<file path="src/rtl/alu_pkg.sv">
// Shared definitions for the ALU with multi-cycle multiply/divide:
// op codes, FSM state encoding and small decode helpers.
package alu_pkg;

    localparam int OP_W = 5;

    localparam logic [OP_W-1:0] ALU_ADD   = 5'd0;
    localparam logic [OP_W-1:0] ALU_SUB   = 5'd1;
    localparam logic [OP_W-1:0] ALU_AND   = 5'd2;
    localparam logic [OP_W-1:0] ALU_OR    = 5'd3;
    localparam logic [OP_W-1:0] ALU_XOR   = 5'd4;
    localparam logic [OP_W-1:0] ALU_NOR   = 5'd5;
    localparam logic [OP_W-1:0] ALU_SLL   = 5'd6;
    localparam logic [OP_W-1:0] ALU_SRL   = 5'd7;
    localparam logic [OP_W-1:0] ALU_SRA   = 5'd8;
    localparam logic [OP_W-1:0] ALU_SLT   = 5'd9;
    localparam logic [OP_W-1:0] ALU_SLTU  = 5'd10;
    localparam logic [OP_W-1:0] ALU_MULT  = 5'd11;
    localparam logic [OP_W-1:0] ALU_MULTU = 5'd12;
    localparam logic [OP_W-1:0] ALU_DIV   = 5'd13;
    localparam logic [OP_W-1:0] ALU_DIVU  = 5'd14;
    localparam logic [OP_W-1:0] ALU_MFHI  = 5'd15;
    localparam logic [OP_W-1:0] ALU_MFLO  = 5'd16;
    localparam logic [OP_W-1:0] ALU_MTHI  = 5'd17;
    localparam logic [OP_W-1:0] ALU_MTLO  = 5'd18;

    typedef enum logic [1:0] {
        S_IDLE = 2'd0,
        S_RUN  = 2'd1,
        S_FIX  = 2'd2
    } state_t;

    function automatic logic is_muldiv(input logic [OP_W-1:0] op);
        return (op >= ALU_MULT) && (op <= ALU_DIVU);
    endfunction

endpackage

</file>
<file path="src/rtl/muldiv_iter.sv">
// Iterative multiply/divide engine owning the architectural HI/LO registers.
// Optional build macro ALU_MUL_FAST_EN: multiply in one FIX cycle with a hardware multiplier.
module muldiv_iter
    import alu_pkg::*;
#(
    parameter int WIDTH = 32
) (
    input  logic             clk,
    input  logic             reset,
    input  logic             start,
    input  logic [OP_W-1:0]  op,
    input  logic [WIDTH-1:0] a,
    input  logic [WIDTH-1:0] b,
    input  logic             wr_hi,
    input  logic             wr_lo,
    output logic             busy,
    output logic             done,
    output logic [WIDTH-1:0] hi,
    output logic [WIDTH-1:0] lo
);

    localparam int CNT_W = $clog2(WIDTH) + 1;

    state_t             state_q, state_d;
    logic [CNT_W-1:0]   count_q, count_d;
    logic               is_div_q, is_div_d;
    logic               neg_q_q, neg_q_d;
    logic               neg_r_q, neg_r_d;
    logic [WIDTH-1:0]   acc_q, acc_d;
    logic [WIDTH-1:0]   low_q, low_d;
    logic [WIDTH-1:0]   opnd_q, opnd_d;
    logic [WIDTH-1:0]   hi_q, hi_d;
    logic [WIDTH-1:0]   lo_q, lo_d;
    logic               busy_q, busy_d;
    logic               done_q, done_d;

    logic               signed_op_s, div_op_s, a_neg_s, b_neg_s;
    logic [WIDTH-1:0]   a_mag_s, b_mag_s;
    logic [WIDTH:0]     sum_s, shifted_s, diff_s, step_s;
    logic [2*WIDTH-1:0] prod_s, prod_fix_s;
`ifdef ALU_MUL_FAST_EN
    logic [2*WIDTH-1:0] fa_s, fb_s;
`endif

    // Next-state, datapath step and sign fix-up for the mult/div engine
    always_comb begin
        state_d  = state_q;
        count_d  = count_q;
        is_div_d = is_div_q;
        neg_q_d  = neg_q_q;
        neg_r_d  = neg_r_q;
        acc_d    = acc_q;
        low_d    = low_q;
        opnd_d   = opnd_q;
        hi_d     = hi_q;
        lo_d     = lo_q;
        done_d   = 1'b0;

        signed_op_s = (op == ALU_MULT) || (op == ALU_DIV);
        div_op_s    = (op == ALU_DIV) || (op == ALU_DIVU);
        a_neg_s     = signed_op_s & a[WIDTH-1];
        b_neg_s     = signed_op_s & b[WIDTH-1];
        a_mag_s     = a_neg_s ? -a : a;
        b_mag_s     = b_neg_s ? -b : b;

        sum_s     = {1'b0, acc_q} + {1'b0, opnd_q};
        shifted_s = {acc_q, low_q[WIDTH-1]};
        diff_s    = shifted_s - {1'b0, opnd_q};
        step_s    = low_q[0] ? sum_s : {1'b0, acc_q};

`ifdef ALU_MUL_FAST_EN
        fa_s   = {{WIDTH{1'b0}}, opnd_q};
        fb_s   = {{WIDTH{1'b0}}, low_q};
        prod_s = fa_s * fb_s;
`else
        prod_s = {acc_q, low_q};
`endif
        prod_fix_s = neg_q_q ? -prod_s : prod_s;

        case (state_q)
            S_IDLE: begin
                if (start) begin
                    is_div_d = div_op_s;
                    count_d  = CNT_W'(WIDTH);
                    acc_d    = {WIDTH{1'b0}};
                    neg_q_d  = a_neg_s ^ b_neg_s;
                    neg_r_d  = div_op_s & a_neg_s;
                    opnd_d   = div_op_s ? b_mag_s : a_mag_s;
                    low_d    = div_op_s ? a_mag_s : b_mag_s;
                    state_d  = S_RUN;
                    // Divide by zero bypasses the iteration: hi takes raw a, lo all ones
                    if (div_op_s && (b == {WIDTH{1'b0}})) begin
                        acc_d   = a;
                        low_d   = {WIDTH{1'b1}};
                        neg_q_d = 1'b0;
                        neg_r_d = 1'b0;
                        state_d = S_FIX;
                    end else begin
`ifdef ALU_MUL_FAST_EN
                        state_d = div_op_s ? S_RUN : S_FIX;
`else
                        state_d = S_RUN;
`endif
                    end
                end else if (wr_hi) begin
                    hi_d = a;
                end else if (wr_lo) begin
                    lo_d = a;
                end else begin
                    state_d = S_IDLE;
                end
            end
            S_RUN: begin
                if (is_div_q) begin
                    if (!diff_s[WIDTH]) begin
                        acc_d = diff_s[WIDTH-1:0];
                        low_d = {low_q[WIDTH-2:0], 1'b1};
                    end else begin
                        acc_d = shifted_s[WIDTH-1:0];
                        low_d = {low_q[WIDTH-2:0], 1'b0};
                    end
                end else begin
                    acc_d = step_s[WIDTH:1];
                    low_d = {step_s[0], low_q[WIDTH-1:1]};
                end
                count_d = count_q - CNT_W'(1);
                if (count_q == CNT_W'(1)) begin
                    state_d = S_FIX;
                end else begin
                    state_d = S_RUN;
                end
            end
            S_FIX: begin
                if (is_div_q) begin
                    hi_d = neg_r_q ? -acc_q : acc_q;
                    lo_d = neg_q_q ? -low_q : low_q;
                end else begin
                    hi_d = prod_fix_s[2*WIDTH-1:WIDTH];
                    lo_d = prod_fix_s[WIDTH-1:0];
                end
                done_d  = 1'b1;
                state_d = S_IDLE;
            end
            default: begin
                state_d = S_IDLE;
            end
        endcase

        busy_d = (state_d != S_IDLE);
    end

    // State and architectural register update with synchronous reset
    always_ff @(posedge clk) begin
        if (reset) begin
            state_q  <= S_IDLE;
            count_q  <= {CNT_W{1'b0}};
            is_div_q <= 1'b0;
            neg_q_q  <= 1'b0;
            neg_r_q  <= 1'b0;
            acc_q    <= {WIDTH{1'b0}};
            low_q    <= {WIDTH{1'b0}};
            opnd_q   <= {WIDTH{1'b0}};
            hi_q     <= {WIDTH{1'b0}};
            lo_q     <= {WIDTH{1'b0}};
            busy_q   <= 1'b0;
            done_q   <= 1'b0;
        end else begin
            state_q  <= state_d;
            count_q  <= count_d;
            is_div_q <= is_div_d;
            neg_q_q  <= neg_q_d;
            neg_r_q  <= neg_r_d;
            acc_q    <= acc_d;
            low_q    <= low_d;
            opnd_q   <= opnd_d;
            hi_q     <= hi_d;
            lo_q     <= lo_d;
            busy_q   <= busy_d;
            done_q   <= done_d;
        end
    end

    assign busy = busy_q;
    assign done = done_q;
    assign hi   = hi_q;
    assign lo   = lo_q;

endmodule

</file>
<file path="src/rtl/alu_muldiv.sv">
// EX-stage integer ALU: single-cycle ops plus HI/LO access, with mult/div delegated to muldiv_iter.
// Optional build macro ALU_MUL_FAST_EN selects the single-cycle multiplier inside muldiv_iter.
module alu_muldiv
    import alu_pkg::*;
#(
    parameter int WIDTH   = 32,
    parameter int SHAMT_W = $clog2(WIDTH)
) (
    input  logic             clk,
    input  logic             reset,
    input  logic             in_valid,
    input  logic [OP_W-1:0]  op,
    input  logic [WIDTH-1:0] a,
    input  logic [WIDTH-1:0] b,
    input  logic             sign,
    output logic [WIDTH-1:0] out,
    output logic             overflow,
    output logic             busy,
    output logic             done,
    output logic [WIDTH-1:0] hi,
    output logic [WIDTH-1:0] lo
);

    logic             accept_s;
    logic [WIDTH-1:0] out_s;
    logic [SHAMT_W-1:0] shamt_s;

    assign accept_s = in_valid & ~busy;
    assign shamt_s  = a[SHAMT_W-1:0];

    muldiv_iter #(.WIDTH(WIDTH)) u_muldiv (
        .clk   (clk),
        .reset (reset),
        .start (accept_s & is_muldiv(op)),
        .op    (op),
        .a     (a),
        .b     (b),
        .wr_hi (accept_s & (op == ALU_MTHI)),
        .wr_lo (accept_s & (op == ALU_MTLO)),
        .busy  (busy),
        .done  (done),
        .hi    (hi),
        .lo    (lo)
    );

    // Combinational result mux for single-cycle and HI/LO read ops
    always_comb begin
        out_s = {WIDTH{1'b0}};
        case (op)
            ALU_ADD:  out_s = a + b;
            ALU_SUB:  out_s = a - b;
            ALU_AND:  out_s = a & b;
            ALU_OR:   out_s = a | b;
            ALU_XOR:  out_s = a ^ b;
            ALU_NOR:  out_s = ~(a | b);
            ALU_SLL:  out_s = b << shamt_s;
            ALU_SRL:  out_s = b >> shamt_s;
            ALU_SRA:  out_s = $signed(b) >>> shamt_s;
            ALU_SLT:  out_s = {{(WIDTH-1){1'b0}}, ($signed(a) < $signed(b))};
            ALU_SLTU: out_s = {{(WIDTH-1){1'b0}}, (a < b)};
            ALU_MFHI: out_s = hi;
            ALU_MFLO: out_s = lo;
            default:  out_s = {WIDTH{1'b0}};
        endcase
    end

    assign out = out_s;
    assign overflow = sign & (((op == ALU_ADD) & (a[WIDTH-1] == b[WIDTH-1]) & (out_s[WIDTH-1] != a[WIDTH-1]))
                            | ((op == ALU_SUB) & (a[WIDTH-1] != b[WIDTH-1]) & (out_s[WIDTH-1] != a[WIDTH-1])));

endmodule

</file>
<file path="config.mk">
export PLATFORM = sky130hd
export DESIGN_NAME = alu_muldiv
export DESIGN_NICKNAME = d
export VERILOG_FILES = /design/src/rtl/alu_pkg.sv /design/src/rtl/muldiv_iter.sv /design/src/rtl/alu_muldiv.sv
export SDC_FILE = /design/constraint.sdc
export NUM_CORES = 1
export LEC_CHECK = 0
export ABC_AREA = 0
export BUFFER_PORTS_ARGS = -buffer_cell sky130_fd_sc_hd__buf_4
export CELL_PAD_IN_SITES_DETAIL_PLACEMENT = 1
export CELL_PAD_IN_SITES_GLOBAL_PLACEMENT = 2
export CORE_ASPECT_RATIO = 1.4
export CORE_UTILIZATION = 39
export CTS_CLUSTER_DIAMETER = 200
export DETAILED_ROUTE_END_ITERATION = 7
export GPL_ROUTABILITY_DRIVEN = 0
export PLACE_DENSITY = 0.95
export SLEW_MARGIN = 40
export SYNTH_ARGS = -nofsm -noshare
export SYNTH_HDL_FRONTEND = slang
export SYNTH_SLANG_ARGS = --single-unit
</file>
<file path="constraint.sdc">
create_clock -name clk -period 30.8 [get_ports clk]
set_input_delay 9.24 -clock clk [delete_from_list [all_inputs] [get_ports clk]]
set_output_delay 9.24 -clock clk [all_outputs]
set_load 0.03 [all_outputs]
</file>
* Word-level counts from Yosys, hierarchy flattened *
Cells that the tools add are included.

word-level totals
  flip-flop bits (word level) = 173
  ROM bits = 0
  input port bits = 73
  latch bits = 0
  memories = 0
  bits in writable memories = 0
  output and inout port bits = 99
  word-level logic and storage cells = 129

operators by class
  multiply operators = 0
  order comparisons = 4
  eq/ne operators = 28
  multiplexer cells = 39
  bitwise operators = 19
  reduce and logical (&&, ||, !) cells = 14
  add/subtract/negate cells = 10
  shifts and indexed selects = 3
  div/mod/pow operators = 0

operator list
  kind                                                              number
  32-bit 2-to-1 mux                                                 20
  32-bit case mux with 13 select lines                              1
  32-bit case mux with 2 select lines                               4
  32-bit negator                                                    4
  32-bit < comparator                                               2
  64-bit 2-to-1 mux                                                 1
  64-bit negator                                                    1
  5-bit by 4-bit == test with 1-bit output (second input constant)  7
  32-bit by 32-bit adder with 33-bit output                         1
  33-bit 2-to-1 mux                                                 1
  33-bit by 32-bit subtractor with 33-bit output                    1
  32-bit adder                                                      1
  32-bit AND                                                        1
  32-bit logical NOT                                                1
  32-bit inverter                                                   1
  32-bit bitwise OR                                                 1
  32-bit by 5-bit << shifter with 32-bit output                     1
  32-bit by 5-bit >> shifter with 32-bit output                     1
  32-bit by 5-bit >>> shifter with 32-bit output                    1
  32-bit subtractor                                                 1
  32-bit bitwise XOR                                                1
  5-bit by 3-bit == test with 1-bit output (second input constant)  4
  5-bit == test (second input constant)                             3
  1-bit AND                                                         12
  28 further kinds                                                  45

* Logic depth before layout (Yosys ltp) *
  depth in word-level cells = 8
  depth in mapped cells = 18
  gate-level depth less buffers = 13

* Modules after synthesis *
A second synthesis with hierarchy kept.

unflattened totals
  cells, all modules = 3468
  area total of the unflattened synthesis = 24193.2 um^2

modules (own cells, without submodules)
  module       cells each  instances  sequential area each (um^2)  area an instance (um^2)
  muldiv_iter  2091        1          3463.3                       15292.2
  alu_muldiv   1377        1          0.0                          8901.0

* Least setup slack after synthesis *
OpenSTA, ideal clock, no wires.

  path type = input to output
  start point = input port a[2]
  end point = output port overflow
  arrival time = 13.625 ns
  stages on the path = 16
  buffers on the path = 5
  setup slack = 7.935 ns
  required time = 21.560 ns
  cells stage by stage = clkbuf_1 clkinv_1 clkbuf_1 buf_1 clkbuf_1 ha_1 clkbuf_1 o21ai_0 o21ai_0 a211oi_1 o41ai_1 a41o_1 o211ai_1 and2_1 mux2i_1 o41ai_1

on the way
  word-level cells in the longest chain between the ends = 6
  elaborated cells between the ends (all ways) = 11
  classes of those cells = add/sub (2); eq/ne (1); shift (3); mux (1); bitwise (4)

RTL lines
  element                                    line                                source
  start: declaration                         alu_muldiv.sv:13                    input logic [WIDTH-1:0] a,
  32-bit subtractor (tied with other cells)  alu_muldiv.sv:51                    ALU_SUB: out_s = a - b;
  32-bit case mux with 13 select lines (*)   alu_muldiv.sv:49                    case (op)
  1-bit inequality test (*)                  alu_muldiv.sv:68, alu_muldiv.sv:69
  1-bit AND (on tied branches)               alu_muldiv.sv:68, alu_muldiv.sv:69
  1-bit bitwise OR (*)                       alu_muldiv.sv:69                    | ((op == ALU_SUB) & (a[WIDTH-1] != b[WIDTH-1]) & (out_s[WIDTH-1] != a[WIDTH-1])));
  1-bit AND (*)                              alu_muldiv.sv:68                    assign overflow = sign & (((op == ALU_ADD) & (a[WIDTH-1] == b[WIDTH-1]) & (out_s[WIDTH-1] != a[WIDTH-1]))
  end: declaration                           alu_muldiv.sv:17                    output logic overflow,

Mark *: on every way between the ends. The rest lies on a longest branch, timed or not.

* Final worst setup path *
  start point = input port a[1]
  end point = output port overflow

The elaborated chain is that of the path after synthesis.

==> impl_metrics.csv <==
group,metric,value,unit
floorplanning,die_area,62900,µm²
pwr,max-vdd-ir-drop,0.0460,mV
floorplanning,die_h,296,µm
clock_network,cts_root_buffer,"clkbuf_16",
pwr,p_leak,10.6,nW
logic_synthesis,synth_nets,3713,
floorplanning,initial_core_util,39.5,%
cells_and_area,layout-drive-gt1-share,11.8,%
grt,grt_usage,44.9,%
placed_design,dp_hpwl,100,mm
logic_synthesis,synth_top_family_by_area,"compound AO/OA/AOI/OAI gates",
sta,skew,12.0,ps
route,first_pass_iters,8,
job,max_cap_viol_count,0,
floorplanning,die_w,212,µm
sta,rsz0062_at_grt,"no",
grt,grt_pass1_vias,29156,
route,vias_per_cell,7.08,
floorplanning,io-pin-count,172,
worst_setup_path,reg2reg_slack,26090,ps
route,via_count,30285,
clock_network,h-tree-depth,4,
cells_and_area,fin_nets,3681,
worst_setup_path,crit_arrival,14180,ps
sta,fin_crit_sh,76.1,%
sta,setup-violations-final,0,
logic_synthesis,synth-main-ff-cell,"dfxtp_1",
route,drc,3,
worst_setup_path,path_class,"input port to output port",
logic_synthesis,yosys_warnings,0,
clock_network,cts_hold_buf,0,
logic_synthesis,synth-simple-area-share,20.2,%
sta,tightestPinTransition,1110,ps
logic_synthesis,syn_area_per_cell,6.96,µm²
sta,finalSetupTns,0,ps
worst_setup_path,critPathRequiredTime,21560,ps
status,violations,"design-rule violations",
sta,slew_headroom,25.8,%
sta,whs,493,ps
worst_setup_path,crit_path_start_kind,"input port",
logic_synthesis,synth_cells,3469,
clock_network,post_cts_resize_count,0,
cells_and_area,area_growth,10.6,%
clock_network,clk_pin_slew,80,ps
status,status,"complete, but fails checks",
route,drt.antenna.violating_nets,0,
pwr,p_total,875,µW
logic_synthesis,synth_seq_area_share,14.4,%
worst_hold_path,hold_class,"flop to flop",
clock_network,cts_sinks,173,
sta,max_clock_freq,42.7,MHz
grt,overflow,0,
logic_synthesis,synth-edff-count,0,
grt,grt_max_degree,118,
logic_synthesis,synth_seq_cells,173,
sta,hold_viol,0,
clock_network,postCtsSetupBuffers,0,
route,drt_iter0_drc,4119,
logic_synthesis,async_flop_share,0,%
clock_network,numCtsBuffers,17,
clock_network,cts_tree,"yes",
logic_synthesis,synth_area,24100,µm²
clock_network,cts_buffer_depth,2,
logic_synthesis,synth_compound_area_share,35.1,%
worst_setup_path,endpoint_kind,"output port",
worst_setup_path,path_max_fanout,32,
placed_design,port_buffers,171,
clock_network,clk_latency,480,ps
grt,grt_pass1_wl,203,mm
logic_synthesis,ys_types,98,
grt,antenna_found_initial,26,
pwr,p_per_area,32.8,nW/µm²
floorplanning,core,61000,µm²
logic_synthesis,synthMuxAreaShare,8.12,%
logic_synthesis,synth_xor_area_share,6.13,%
logic_synthesis,synth_fa_ha_area_share,8.99,%
route,wire_per_inst,33.1,µm
sta,drv_slew,0,
sta,period_minus_slack,23420,ps
route,wl,141,mm
floorplanning,rows,107,
-- cells in the mapped netlist (all sizes together) (25+ instances only) --
cell    instances  area [µm²]
nor2          406        1530
a31oi          27         169
ha            167        2090
buf            49         255
a21oi         397        1990
nor4           25         184
a211oi        131         983
o22ai          26         163
nand2         302        1140
o21ai         259        1310
nor2b          31         194
nor3           78         395
a22oi          47         353
dfxtp         173        3460
a221oi         30         263
o211ai         40         300
mux2i          99         991
nand3          63         325
xor2           65         569
mux4           36         811
clkbuf        235         886
o21bai         29         218
inv           149         559
nand4          25         156
a21o           55         413
xnor2         103         910
o31ai          55         413
-- layer usage --
layer	track usage, %	wire [µm]	vias up
li1	-	-	12745
met1	46.5	47500	14656
met2	68.0	61500	2088
met3	21.2	17800	772
met4	39.1	14600	24
met5	0.470	158	-
-- cells in the final DEF (no fill, tap or decap), drive strengths merged, types with 12 or more instances in the layout --
cell type,synthesis,routed
nand4,25,25
nand2b,24,24
o31ai,55,55
inv,149,153
a22oi,47,47
a222oi,15,15
nor2b,31,31
mux4,36,36
o21a,22,22
nand3,63,63
o21ai,259,259
and2,12,12
mux2,14,14
nor3,78,78
xor2,65,65
nand2,302,302
o211ai,40,40
o221ai,18,18
o22ai,26,26
nor4,25,25
a21oi,397,397
and3,24,24
or3,22,22
nor2,406,406
o21bai,29,29
o2111ai,14,14
a221oi,30,30
clkbuf,235,23
buf,49,231
dfxtp,173,173
mux2i,99,99
o41ai,19,19
a211oi,131,131
a31oi,27,27
a2111oi,20,20
ha,167,167
xnor2,103,103
a211o,20,20
a21o,55,55
-- final cells by class --
| type | instances | area (µm²) |
|---|---|---|
| fillers | 7806 | 34400 |
| multi-input cells | 2861 | 19300 |
| flip-flops and latches | 173 | 3470 |
| repair buffers | 233 | 1760 |
| well taps | 817 | 1020 |
| inverters | 151 | 567 |
| clock buffers | 21 | 480 |
| clock inverters | 11 | 105 |
| diodes | 9 | 22.5 |
-- per-stage QoR --
stage / area, µm² / utilization [%] / worst slack [ps] / cells
floorplan: 24100 / - / 7930 / 3469
finish: 26700 / 43.7 / 7380 / 4276
global placement: 25800 / 42.2 / 7940 / 4223
CTS: 26400 / 43.2 / 7830 / 4255
global route: 26700 / 43.7 / 7420 / 4268
detailed placement: 25800 / 42.3 / 7860 / 4223
-- path summary, 6_finish.rpt --
check	start	endpoint	depth (start not counted)
setup reg to reg	u_muldiv.low_q[31]	u_muldiv.acc_q[5]	16
hold / removal	u_muldiv.opnd_q[10]	u_muldiv.opnd_q[10]	2
hold reg to reg	u_muldiv.opnd_q[10]	u_muldiv.opnd_q[10]	2
setup / recovery	a[1]	overflow	14
-- registers in the layout (all words and copies together), names as in the netlist --
name               cells
u_muldiv.acc_q        32
u_muldiv.busy          1
u_muldiv.count_q       6
u_muldiv.done          1
u_muldiv.hi           32
u_muldiv.is_div_q      1
u_muldiv.lo           32
u_muldiv.low_q        32
u_muldiv.neg_q_q       1
u_muldiv.neg_r_q       1
u_muldiv.opnd_q       32
u_muldiv.state_q       2
-- report_power, final --
part	internal, mW	switching (mW)
combinational	0.127	0.272
sequential	0.230	0.0135
clock	0.121	0.111
-- critical path, cell delays in order --
cell and delay [ps]:
buf_4 320, clkinv_1 580, ha_1 550, nor3_1 350
o31ai_1 200, a31oi_1 450, o211ai_1 200, a21oi_1 470
nand3_1 630, a21oi_1 410, mux2i_1 320, a221oi_1 130
o41ai_1 90, buf_4 230
-- kinds of logic after synthesis --
family	after synthesis
flip-flops	173
AND/OR/NAND/NOR	1067
adder cells (fa/ha/maj)	171
AO/OA/AOI/OAI	1306
multiplexers	149
buffers and inverters	435
XOR/XNOR	168
Power figures use the tool's default switching activity.
